File: src/rtl/tblink_rpc_invoke_responder.sv
// rtl/tblink_rpc_invoke_responder.sv - TbLink invoke responder: header/param intake, BFM dispatch, timed response
module tblink_rpc_invoke_responder #(
  parameter int CALL_ID_W   = 16,
  parameter int METHOD_W    = 8,
  parameter int DATA_W      = 32,
  parameter int MAX_PARAMS  = 4,
  parameter int NUM_METHODS = 8,
  parameter int TIMEOUT     = 1024
) (
  input  logic                         clock,
  input  logic                         reset_n,
  input  logic                         hdr_valid,
  output logic                         hdr_ready,
  input  logic [CALL_ID_W-1:0]         hdr_call_id,
  input  logic [METHOD_W-1:0]          hdr_method,
  input  logic [7:0]                   hdr_nparams,
  input  logic                         prm_valid,
  output logic                         prm_ready,
  input  logic [DATA_W-1:0]            prm_data,
  output logic                         bfm_valid,
  input  logic                         bfm_ready,
  output logic [METHOD_W-1:0]          bfm_method,
  output logic [MAX_PARAMS*DATA_W-1:0] bfm_params,
  output logic [7:0]                   bfm_nparams,
  input  logic                         bfm_done,
  input  logic [DATA_W-1:0]            bfm_rval,
  output logic                         rsp_valid,
  input  logic                         rsp_ready,
  output logic [CALL_ID_W-1:0]         rsp_call_id,
  output logic [DATA_W-1:0]            rsp_rval,
  output logic [1:0]                   rsp_status,
  output logic                         busy
);

  localparam int TMO_W = $clog2(TIMEOUT + 1);
  localparam logic [1:0] ST_OK         = 2'd0;
  localparam logic [1:0] ST_BAD_METHOD = 2'd1;
  localparam logic [1:0] ST_BAD_ARGS   = 2'd2;
  localparam logic [1:0] ST_TIMEOUT    = 2'd3;

  typedef enum logic [2:0] {
    S_IDLE,
    S_PARAMS,
    S_DISPATCH,
    S_WAIT,
    S_RSP
  } state_t;

  state_t                         state, state_d;
  logic [CALL_ID_W-1:0]           call_id_q;
  logic [METHOD_W-1:0]            method_q;
  logic [7:0]                     nparams_q;
  logic [7:0]                     prm_idx;
  logic [MAX_PARAMS*DATA_W-1:0]   params_q;
  logic [1:0]                     status_q;
  logic [DATA_W-1:0]              rval_q;
  logic [TMO_W-1:0]               tmo_cnt;

  logic hdr_bad_method;
  logic hdr_bad_args;
  logic last_beat;
  logic tmo_expire;

  assign hdr_bad_method = int'(hdr_method) >= NUM_METHODS;
  assign hdr_bad_args   = int'(hdr_nparams) > MAX_PARAMS;
  assign last_beat      = (prm_idx + 8'd1) == nparams_q;
  // Counter value 1 means this WAIT cycle is the last one before expiry.
  assign tmo_expire     = tmo_cnt <= TMO_W'(1);

  always_comb begin
    state_d   = state;
    hdr_ready = 1'b0;
    prm_ready = 1'b0;
    bfm_valid = 1'b0;
    rsp_valid = 1'b0;
    case (state)
      S_IDLE: begin
        hdr_ready = 1'b1;
        if (hdr_valid) begin
          if (hdr_nparams != 8'd0)  state_d = S_PARAMS;
          else if (hdr_bad_method)  state_d = S_RSP;
          else                      state_d = S_DISPATCH;
        end
      end
      S_PARAMS: begin
        prm_ready = 1'b1;
        if (prm_valid && last_beat)
          state_d = (status_q == ST_OK) ? S_DISPATCH : S_RSP;
      end
      S_DISPATCH: begin
        bfm_valid = 1'b1;
        if (bfm_ready)
          state_d = bfm_done ? S_RSP : S_WAIT;
      end
      S_WAIT: begin
        if (bfm_done || tmo_expire)
          state_d = S_RSP;
      end
      S_RSP: begin
        rsp_valid = 1'b1;
        if (rsp_ready)
          state_d = S_IDLE;
      end
      default: state_d = S_IDLE;
    endcase
  end

  always_ff @(posedge clock or negedge reset_n) begin
    if (!reset_n) begin
      state     <= S_IDLE;
      call_id_q <= '0;
      method_q  <= '0;
      nparams_q <= '0;
      prm_idx   <= '0;
      params_q  <= '0;
      status_q  <= ST_OK;
      rval_q    <= '0;
      tmo_cnt   <= '0;
    end else begin
      state <= state_d;
      case (state)
        S_IDLE: begin
          if (hdr_valid) begin
            call_id_q <= hdr_call_id;
            method_q  <= hdr_method;
            nparams_q <= hdr_nparams;
            prm_idx   <= '0;
            params_q  <= '0;
            rval_q    <= '0;
            if (hdr_bad_method)    status_q <= ST_BAD_METHOD;
            else if (hdr_bad_args) status_q <= ST_BAD_ARGS;
            else                   status_q <= ST_OK;
          end
        end
        S_PARAMS: begin
          if (prm_valid) begin
            for (int i = 0; i < MAX_PARAMS; i++) begin
              if (int'(prm_idx) == i)
                params_q[i*DATA_W +: DATA_W] <= prm_data;
            end
            if (prm_idx != 8'hFF)
              prm_idx <= prm_idx + 8'd1;
          end
        end
        S_DISPATCH: begin
          if (bfm_ready) begin
            tmo_cnt <= TMO_W'(TIMEOUT);
            if (bfm_done)
              rval_q <= bfm_rval;
          end
        end
        S_WAIT: begin
          tmo_cnt <= tmo_cnt - TMO_W'(1);
          if (bfm_done) begin
            rval_q   <= bfm_rval;
            status_q <= ST_OK;
          end else if (tmo_expire) begin
            rval_q   <= '0;
            status_q <= ST_TIMEOUT;
          end
        end
        default: ;
      endcase
    end
  end

  assign bfm_method  = method_q;
  assign bfm_params  = params_q;
  assign bfm_nparams = nparams_q;
  assign rsp_call_id = call_id_q;
  assign rsp_rval    = rval_q;
  assign rsp_status  = status_q;
  assign busy        = (state != S_IDLE);

endmodule

File: config.mk
export PLATFORM = sky130hd
export DESIGN_NAME = tblink_rpc_invoke_responder
export DESIGN_NICKNAME = d
export VERILOG_FILES = /design/src/rtl/tblink_rpc_invoke_responder.sv
export SDC_FILE = /design/constraint.sdc
export NUM_CORES = 1
export LEC_CHECK = 0
export BUFFER_PORTS_ARGS = -buffer_cell sky130_fd_sc_hd__buf_2
export CAP_MARGIN = 20
export CORE_UTILIZATION = 45
export DETAILED_ROUTE_END_ITERATION = 10
export PLACE_DENSITY_LB_ADDON = 0.3
export RECOVER_POWER = 50
export SLEW_MARGIN = 20
export SYNTH_ARGS = -nofsm -noshare
export SYNTH_HDL_FRONTEND = slang
export SYNTH_SLANG_ARGS = --single-unit
File: constraint.sdc
create_clock -name clock -period 4.85 [get_ports clock]
set_input_delay 0.485 -clock clock [delete_from_list [all_inputs] [get_ports clock]]
set_output_delay 0.485 -clock clock [all_outputs]
set_load 0.01 [all_outputs]
; ---- After elaboration in Yosys (flattened, before gate mapping)
; Index checks and enable logic that the tools add are counted.
[op_classes]
addsub = 2
mul = 0
n_div = 0
magnitude_cmp = 3
n_eq_ne = 22
shifts = 0
n_mux = 39
bitwise = 0
reduce_logical = 21
[op_table]
columns = operator, n
row1 = $mux W32, 9
row2 = $mux W128, 2
row3 = $pmux W128 S2, 1
row4 = $pmux W32 S3, 1
row5 = $mux W3, 9
row6 = $mux W8, 3
row7 = $ne A2 B2 Y1 const B, 12
row8 = $pmux W11 S2, 1
row9 = $reduce_and A4 Y1, 5
row10 = $eq A8 B3 Y1 const B, 2
row11 = $pmux W8 S2, 1
row12 = $pmux W3 S5, 1
row13 = $le A11 B1 Y1 const B, 1
row14 = $mux W11, 1
row15 = $sub A11 B1 Y11 const B, 1
row16 = $mux W2, 5
row17 = $reduce_and A5 Y1, 2
row18 = $add A8 B1 Y8 const B, 1
row19 = $eq A8 B2 Y1 const B, 1
row20 = $eq A8 B8 Y1, 1
row21 = $ge A8 B4 Y1 const B, 1
row22 = $gt A8 B3 Y1 const B, 1
row23 = $logic_not A8 Y1, 1
row24 = $ne A8 B8 Y1 const B, 1
row25 = other kinds (15), 23
[word_totals]
register_bits = 216
latchBits = 0
ram_bits = 0
rom_bits = 0
input_bits = 103
output_inout_bits = 199
word_cells = 99
mem_count = 0

; ---- Longest topological paths before layout
; Gate-level depths: netlist of the first run.
[logic_depth]
ltp_word = 5
mapped_depth = 10

; ---- Worst setup path after synthesis of the first run
; No wires, ideal clock.
[synth_path]
kind = flip-flop to flip-flop
startpoint = register prm_idx[0]
endpoint = register prm_idx[5]
setup_ps = 104
arrival_ps = 2080
required_time_ps = 4746
setup_slack_ps = 2667
path_stages_with_launch = 8
n_path_buf = 1
path_cell_list = dfrtp_1 > ha_1 > and3_1 > and3_1 > a41o_1 > or2_1 > clkbuf_1 > o41ai_2
[synth_via]
elab_chain_len = 4
[synth_rtl]
columns = element, line
row1 = start: declaration, 53  ; logic [7:0] prm_idx;
row2 = start signal: assignment, 142  ; prm_idx <= prm_idx + 8'd1;
row3 = $add A8 B1 Y8, 142
row4 = $mux W8, 141  ; if (prm_idx != 8'hFF)
row5 = $mux W8, 136  ; if (prm_valid) begin
row6 = $pmux W8 S2, 121  ; case (state)
; Several ways; a longest one is shown, not always the timed one. The select of a mux whose other input is x is not followed.
; A chain may end at the register's enable or synchronous reset.

; ---- Worst setup path in the final report of the first run
[layout_path]
startpoint = register state[0]
endpoint = register prm_idx[5]
[layout_via]
elab_chain_len = 3
[layout_rtl]
columns = element, line
row1 = start: declaration, 49  ; state_t state, state_d;
row2 = start signal: assignment, 120  ; state <= state_d;
row3 = $eq A3 B1 Y1 or $logic_not A3 Y1 (tied branches), 121
row4 = $ne A2 B2 Y1 (no source line) or $reduce_bool A2 Y1 (tied branches), n/a
row5 = $reduce_and A4 Y1 (no source line), n/a
; Several ways; a longest one is shown, not always the timed one.

==> run metrics, run 1 <==
worst path arrival time 3.67 ns; max cap viols 1; total negative slack 0 ns; R2R cell count 6; RSZ-0062 raised after global routing no; post-DP HPWL 15.7 mm; wire length per cell 16.0 um; CTS tree yes; Critical Path Source Type flip-flop; Max IR drop VDD 0.000365 V; largest net degree at the start of global routing 111; GPL Wtd Cong 0.833; crit path kind reg2reg; Root Buffer clkbuf_16; Post-CTS Resized 0; Worst Path Required 5.25 ns; htree depth 1; hold path cells 3; DIE WIDTH 142 um; Syn Inst Count 927; crit-path leading delay family compound AO/OA/AOI/OAI gates; synth unique cells 56; synthesized cell area 8850 sq um; combinational power share 0.345; GR Layer Usage met2 0.385; Clock power frac 0.250; initial core utilization 0.467; Port Buf Inserts 301; layout cells sized above 1 0.217; P&R area growth vs syn 25.5%; slowest CP cell dfrtp_1; vias in the first global route 7130; number of clock sinks 216; WP buf/inv 1; global-route wire length before repair 37.3 mm; setup slack at placement 1.62 ns; setup ws final 1.58 ns; core area 19000 sq um; sequential share of power 0.405; CTS Hold Buffers Added 0; failing checks capacitance limit, slew limit; CP max FO 37; switching power 2730 uW; Power Density 621 nW/um^2; CP peak stage delay 0.82 ns; Final min period 3.27 ns; I/O Pins 302; Die Ht 142 um; top cell type by total area after synthesis dfrtp_1; clk_skew 0.0148 ns; drt first pass iters 4; dominant cells by area after synthesis dfrtp_1, nand2_1, o21ai_0; outcome finished, violations left; area share of the largest cell type after synthesis 0.611; post-synthesis sequential area ratio 0.611; clock slew at reported path FFs 0.06 ns; Tot GR Track Use 0.231; Top FF cell, synth dfrtp_1; HP Class in2reg; instance count on the critical path 6; slew margin rel. -0.797; Post-synth EDFFs 0; GRT overflow 0; worst-skew pair later-pin latency 0.51 ns; Routed Antenna Nets 0; M3 GR Usage 0.0589; # setup viols final 0; Worst Setup End Kind flip-flop; final hold violations 0; cts bufs inserted 23; Tcrit/Tclk final 0.675; async set-reset flop share out of synthesis 1.00; Internal 4170 uW; Max clock buf depth 3; area of the die 20200 sq um; # nets final 1306; Synth Warn # 0; initial antenna violation count 0; fmax 306 MHz; Mapped Nets 1036; max-slew violations 107; Most Crowded Layer GR met2; Avg Cell Area, Syn 9.54 sq um; # Post-CTS Setup Buffers 0; vias per cell 5.14; ant diodes 0; P_leak 0.00543 uW; row count 50; WL final 23.6 mm; filler cell count 1724; DR vias 7568; Global Route met1 Usage 0.304; Post-route DRC 0; CP Cell Sequence nand2_1 > inv_2 > a21oi_2 > a41o_1 > or2_1 > o41ai_2; Tightest Pin Transition 2.70 ns; Synth Register Bits 216; Switching Fraction 0.396; iteration-0 DRC count of the detailed router 340
-- power by group through the flow --
stage	Combinational [uW]	Clock, uW	Sequential (uW)
finish	2380	1720	2790
global route	2700	1830	2870
CTS	2470	1760	2780
detailed placement	2460	0	2800
global placement	2390	0	2790
floorplan	1270	0	2980
-- worst paths after layout --
check	slack [ns]	end	from
worst max-delay path	1.58	prm_idx[5]	state[0]
worst min-delay path	0.17	rsp_call_id[11]	hdr_call_id[11]
worst max register to register	1.58	prm_idx[5]	state[0]
worst min register to register	0.47	bfm_method[4]	bfm_method[4]
max in group asynchronous	2.44	bfm_params[3]	reset_n
min in group asynchronous	0.80	rsp_call_id[14]	reset_n
-- final cells by class --
| cell class | count | area [sq um] | area share |
|---|---|---|---|
| Multi-Input combinational cell | 643 | 3170 | 0.285 |
| Inverter | 7 | 26.3 | 0.00237 |
| Clock inverter | 11 | 111 | 0.0100 |
| Sequential cell | 216 | 5410 | 0.487 |
| Timing Repair Buffer | 306 | 1430 | 0.129 |
| Tap cell | 260 | 325 | 0.0293 |
| Clock buffer | 30 | 632 | 0.0569 |
-- routing by layer --
layer	vias to the layer above	wire length, um
met5	-	0
met4	0	387
met3	22	2140
met2	327	11000
met1	3555	10000
li1	3664	-
-- per-stage QoR --
step	std cells	cell area [sq um]	hold WS [ns]	utilization	power, uW
2_1_floorplan	927	8850	0.189	-	4250
3_3_place_gp	1432	10500	0.454	0.552	5180
3_5_place_dp	1432	10500	0.457	0.552	5260
4_1_cts	1473	11200	0.120	0.591	7010
5_1_grt	1473	11100	0.166	0.586	7400
6_report	1473	11100	0.173	0.586	6900
-- cell usage in the layout, fill, tap and decap left out, types with 4 or more instances in the layout --
master	instances
nor2_1	12
buf_4	4
o211ai_1	4
nand2b_1	4
o21ai_1	4
nor3_1	6
clkbuf_16	23
dfrtp_1	216
nand2_1	306
o41ai_1	4
and2_1	4
xnor2_1	4
clkinv_2	7
o31ai_1	9
inv_1	6
nand3_1	37
buf_2	202
clkbuf_1	102
a21oi_1	8
or4_1	4
ha_1	6
o21ai_0	176
-- tightest hold or removal path, stage by stage --
cell	delay [ns]
buf_2	0.07
nand2_1	0.04
nand2_1	0.05
-- synthesized netlist by cell type, drive strengths merged, types with 2 or more instances --
| cell | n |
|---|---|
| a211oi | 3 |
| a21boi | 2 |
| a21o | 4 |
| a21oi | 11 |
| and2 | 4 |
| and3 | 3 |
| buf | 20 |
| clkbuf | 41 |
| dfrtp | 216 |
| ha | 6 |
| inv | 7 |
| mux2i | 2 |
| nand2 | 308 |
| nand2b | 4 |
| nand3 | 37 |
| nand4 | 3 |
| nor2 | 12 |
| nor2b | 3 |
| nor3 | 7 |
| nor4 | 2 |
| o211ai | 4 |
| o21ai | 180 |
| o22a | 2 |
| o311ai | 3 |
| o31a | 2 |
| o31ai | 9 |
| o41ai | 5 |
| or2 | 3 |
| or3 | 3 |
| or4 | 5 |
| xnor2 | 4 |
| xor2 | 3 |
-- state kept, by name, summed over array words and instances, names as in the netlist --
register and flops:
bfm_method 8, bfm_nparams 8, bfm_params 128, prm_idx 8, rsp_call_id 16, rsp_rval 32
rsp_status 2, state 3, tmo_cnt 11
-- cell families (layout without fill, tap and decap cells) --
group / Yosys count / count (layout) / share of synthesized area
multiplexers: 3 / 3 / 0.00354
XOR/XNOR: 7 / 7 / 0.00693
buffers and inverters: 68 / 354 / 0.0347
adder cells (fa/ha/maj): 6 / 6 / 0.00849
AND/OR/NAND/NOR: 395 / 395 / 0.187
AO/OA/AOI/OAI: 232 / 232 / 0.148
flip-flops: 216 / 216 / 0.611
(Power assumes the default switching activity.)
==> run 2: changes to the inputs <==
==> constraint.sdc (replaced) <==
create_clock -name clock -period 3.2 [get_ports clock]
set_input_delay 0.32 -clock clock [delete_from_list [all_inputs] [get_ports clock]]
set_output_delay 0.32 -clock clock [all_outputs]
set_load 0.01 [all_outputs]
==> run metrics, run 2 (synthesis gave the netlist of run 1 again) <==
# nets final 1321; vias in the first global route 7289; CTS tree yes; post-DP HPWL 15.9 mm; clk_skew 0.0148 ns; Root Buffer clkbuf_16; clock slew at reported path FFs 0.06 ns; initial core utilization 0.467; initial antenna violation count 1; worst-skew pair later-pin latency 0.51 ns; core area 19000 sq um; Post-CTS Resized 0; max-slew violations 72; total power 10400 uW; HP Class in2reg; Tot GR Track Use 0.234; P&R area growth vs syn 26.7%; CP Cell Sequence or4_1 > nor4_4 > nand2_2 > a21oi_4 > buf_4 > nand3_1 > o21ai_0; most frequent cells in the layout nand2_1, dfrtp_1, buf_2; row count 50; drt first pass iters 4; Sequential Area 5410 sq um; layout cells sized above 1 0.215; cts bufs inserted 23; commonest non-fill, non-tap cell in the layout nand2_1; wire length per cell 15.9 um; slowest CP cell or4_1; Worst Path Required 3.62 ns; DR vias 7632; CTS Hold Buffers Added 9; Port Buf Inserts 301; filler cell count 1738; GPL Wtd Cong 0.836; fmax 385 MHz; I/O Pins 302; Final min period 2.60 ns; iteration-0 DRC count of the detailed router 274; crit-path leading delay family simple AND/OR/NAND/NOR gates; slew margin rel. -0.285; Worst Setup End Kind flip-flop; WP buf/inv 1; CP peak stage delay 0.66 ns; post-route insts no fill 1486; Max IR drop VDD 0.000531 V; vias per cell 5.14; Critical Path Source Type flip-flop; CP max FO 64; Die Ht 142 um; WL final 23.6 mm; RSZ-0062 raised after global routing no; failing checks capacitance limit, slew limit; multi-input logic area 3160 sq um; Power Density 927 nW/um^2; htree depth 1; P_leak 0.00547 uW; Max clock buf depth 3; Post-route DRC 0; DIE WIDTH 142 um; crit path kind reg2reg; worst path arrival time 3.01 ns; area of the die 20200 sq um; GRT overflow 0; Routed Antenna Nets 0; final hold violations 0; largest net degree at the start of global routing 74; Tcrit/Tclk final 0.811; max cap viols 1; outcome finished, violations left; Post-Place Cells 1437; global-route wire length before repair 37.5 mm; # setup viols final 0; # Post-CTS Setup Buffers 0; Tightest Pin Transition 1.93 ns; number of clock sinks 216; total negative slack 0 ns; max FFs per register 128
==> run 2: cell count changes in the layout (fill, tap and decap cells not counted), sizes merged <==
cell | previous run | this run
buf | 207 | 211
dlygate4sd3 | 0 | 9
diode | 0 | 1
bufinv | 2 | 0
clkbuf | 129 | 136
clkinvlp | 1 | 0
clkinv | 7 | 2
==> run 2: per-stage QoR <==
stage	hold slack [ns]	util	area, sq um	setup slack (ns)
floorplan	0.0244	-	8850	1.02
global placement	0.387	0.555	10500	0.660
detailed placement	0.388	0.555	10500	0.590
CTS	0.000394	0.596	11300	0.584
global route	0.00457	0.591	11200	0.367
finish	0.0171	0.591	11200	0.605
==> run 2: per-layer routing <==
layer	GRT usage	vias to the layer above	share of wire
met5	0	-	0
met4	0.0747	0	0.023
met3	0.0545	41	0.085
met2	0.382	305	0.47
met1	0.308	3589	0.42
li1	-	3697	-
==> run 2: worst paths after layout <==
kind | start | to | slack (ns) | cells after the start
setup / recovery | tmo_cnt[3] | rsp_rval[10] | 0.60 | 7
max in group asynchronous | reset_n | rsp_rval[28] | 0.79 | 3
min in group asynchronous | reset_n | bfm_method[4] | 0.88 | 2
hold / removal | hdr_call_id[1] | rsp_call_id[1] | 0.02 | 3
setup reg to reg | tmo_cnt[3] | rsp_rval[10] | 0.60 | 7
hold reg to reg | tmo_cnt[5] | tmo_cnt[5] | 0.47 | 1
==> run 2: tightest hold or removal path: stages <==
cell     delay [ns]
buf_2          0.07
nand2_1        0.05
nand2_1        0.05
==> run 2: power by group <==
part,switching (uW),internal [uW]
Sequential,597,3620
Combinational,2490,1200
Clock,1030,1450
Total,4120,6270
==> run 2: area by class of cell <==
class / count / share of cell area
diodes: 1 / 0.000223
clock buffers: 35 / 0.0607
clock inverters: 3 / 0.00167
inverters: 7 / 0.00234
multi-input cells: 643 / 0.282
flip-flops and latches: 216 / 0.482
well taps: 260 / 0.0290
repair buffers: 321 / 0.142
==> run 3: changes to the inputs <==
==> constraint.sdc (replaced) <==
create_clock -name clock -period 2.3 [get_ports clock]
set_input_delay 0.23 -clock clock [delete_from_list [all_inputs] [get_ports clock]]
set_output_delay 0.23 -clock clock [all_outputs]
set_load 0.01 [all_outputs]
==> run metrics, run 3 (synthesis gave the netlist of run 1 again) <==
worst r2r src tmo_cnt[3]; iteration-0 DRC count of the detailed router 453; Non-Filler Cell Area, Final 12100 sq um; GPL Wtd Cong 0.864; # setup viols final 0; Die Ht 142 um; fmax 451 MHz; wire length per cell 16.6 um; Routed Antenna Nets 0; total negative slack 0 ns; worst-skew pair later-pin latency 0.51 ns; crit path kind reg2reg; worst path arrival time 2.64 ns; largest net degree at the start of global routing 84; max FFs per register 128; htree depth 1; vias per cell 5.25; RSZ-0062 raised after global routing no; commonest non-fill, non-tap cell in the layout nand2_1; drt first pass iters 5; CTS tree yes; Max IR drop VDD 0.000809 V; CP peak stage delay 0.59 ns; Worst Path Required 2.72 ns; global-route wire length before repair 40.3 mm; DR vias 8213; post-DP HPWL 16.2 mm; most frequent CP cell buf_12; WL final 26.0 mm; P&R area growth vs syn 37.3%; CP Cell Sequence or4_4 > nor4_4 > nand2_2 > a21oi_4 > buf_12 > buf_12 > nand3_1 > o21ai_1; combinational power share 0.364; HP Class in2reg; sequential share of power 0.381; Root Buffer clkbuf_16; Reg2Reg Setup Slack 0.08 ns; Post-route DRC 0; slew margin rel. 0.210; initial antenna violation count 0; R2R cell count 8; Worst Setup End Kind flip-flop; slowest CP cell or4_4; # nets final 1396; layout cells sized above 1 0.225; max cap viols 0; Critical Path Sink rsp_rval[15]; vias in the first global route 7891; Final min period 2.22 ns; CP max FO 8; area of the die 20200 sq um; ant diodes 0; Tightest Pin Transition 1.19 ns; Clock power frac 0.255; worst reg2reg endpoint rsp_rval[15]; initial core utilization 0.467; Internal 9400 uW; row count 50; max-slew violations 0; DIE WIDTH 142 um; Sequential Area 5410 sq um; Power Density 1260 nW/um^2; I/O Pins 302; Port Buf Inserts 301; number of clock sinks 216; Tot GR Track Use 0.250; filler cell count 1554; most frequent cells in the layout nand2_1, dfrtp_1, buf_2; P_leak 0.00591 uW; clock slew at reported path FFs 0.06 ns; clk_skew 0.0153 ns; core area 19000 sq um; final hold violations 0; Tcrit/Tclk final 0.965; Critical Path Source Type flip-flop; Max clock buf depth 3; Area after DPL 10700 sq um; outcome completed; Switching Fraction 0.387; switching power 5920 uW; cts bufs inserted 23; GRT overflow 0; multi-input logic area 3160 sq um; Worst Setup SP tmo_cnt[3]
## run 3: cell count changes in the layout (fill, tap and decap cells not counted), moves of 3 or more
cell           before  now
bufinv_16           0    3
buf_12              3    8
clkinv_2            2    5
clkbuf_1          105  100
dlygate4sd3_1       9   65
clkbuf_16          23   26
buf_4               6   16
## run 3: per-stage QoR
stage	std cells	power (uW)	util	setup WS, ns	hold slack (ns)
2_1_floorplan	927	8970	-	0.117	-0.0656
3_3_place_gp	1453	11200	0.565	0.128	0.196
3_5_place_dp	1453	11400	0.565	0.0708	0.198
4_1_cts	1559	15500	0.642	0.0233	0.00405
5_1_grt	1563	16400	0.641	0.0234	0.0290
6_report	1563	15300	0.641	0.0813	0.0182
## run 3: layout make-up
class                   count  share of cell area
flip-flops and latches    216               0.445
repair buffers            396               0.199
inverters                   7             0.00216
well taps                 260              0.0268
clock inverters             9              0.0102
multi-input cells         643               0.260
clock buffers              32              0.0568
## run 3: worst min path at each step
stage,depth (start not counted),start,to
2_1_floorplan,0,reset_n,bfm_method[0]
3_3_place_gp,1,reset_n,bfm_method[2]
3_5_place_dp,1,reset_n,bfm_method[2]
4_1_cts,3,rsp_ready,state[2]
5_1_grt,3,rsp_ready,state[2]
6_report,3,rsp_ready,state[2]
## run 3: per-layer routing
layer | global-route usage | part of all wire | up-vias
met5 | 0 | 0 | -
met4 | 0.0702 | 0.024 | 0
met3 | 0.0545 | 0.093 | 51
met2 | 0.424 | 0.48 | 420
met1 | 0.323 | 0.40 | 3900
li1 | - | - | 3842
## run 3: worst max-delay path: cells and delay by family (launching register included)
family	cells	cell delay, ns
buf+inv	2	0.26
compound gates	2	0.33
simple gates	4	1.11
flops	1	0.43
## run 3: repair_timing
action,4_1_cts,5_1_grt
setup buffers,0,1
setup endpoints to repair,0,36
gates resized for setup,0,7
hold buffers,65,0
endpoints found under the hold margin,105,0
## run 3: power groups by stage
stage / logic [uW] / registers, uW / clock network, uW
final: 5580 / 5850 / 3900
after detailed placement: 5580 / 5840 / 0
after floorplan: 2680 / 6290 / 0
after CTS: 5700 / 5800 / 3990
after global placement: 5440 / 5810 / 0
after global routing: 6260 / 5990 / 4120
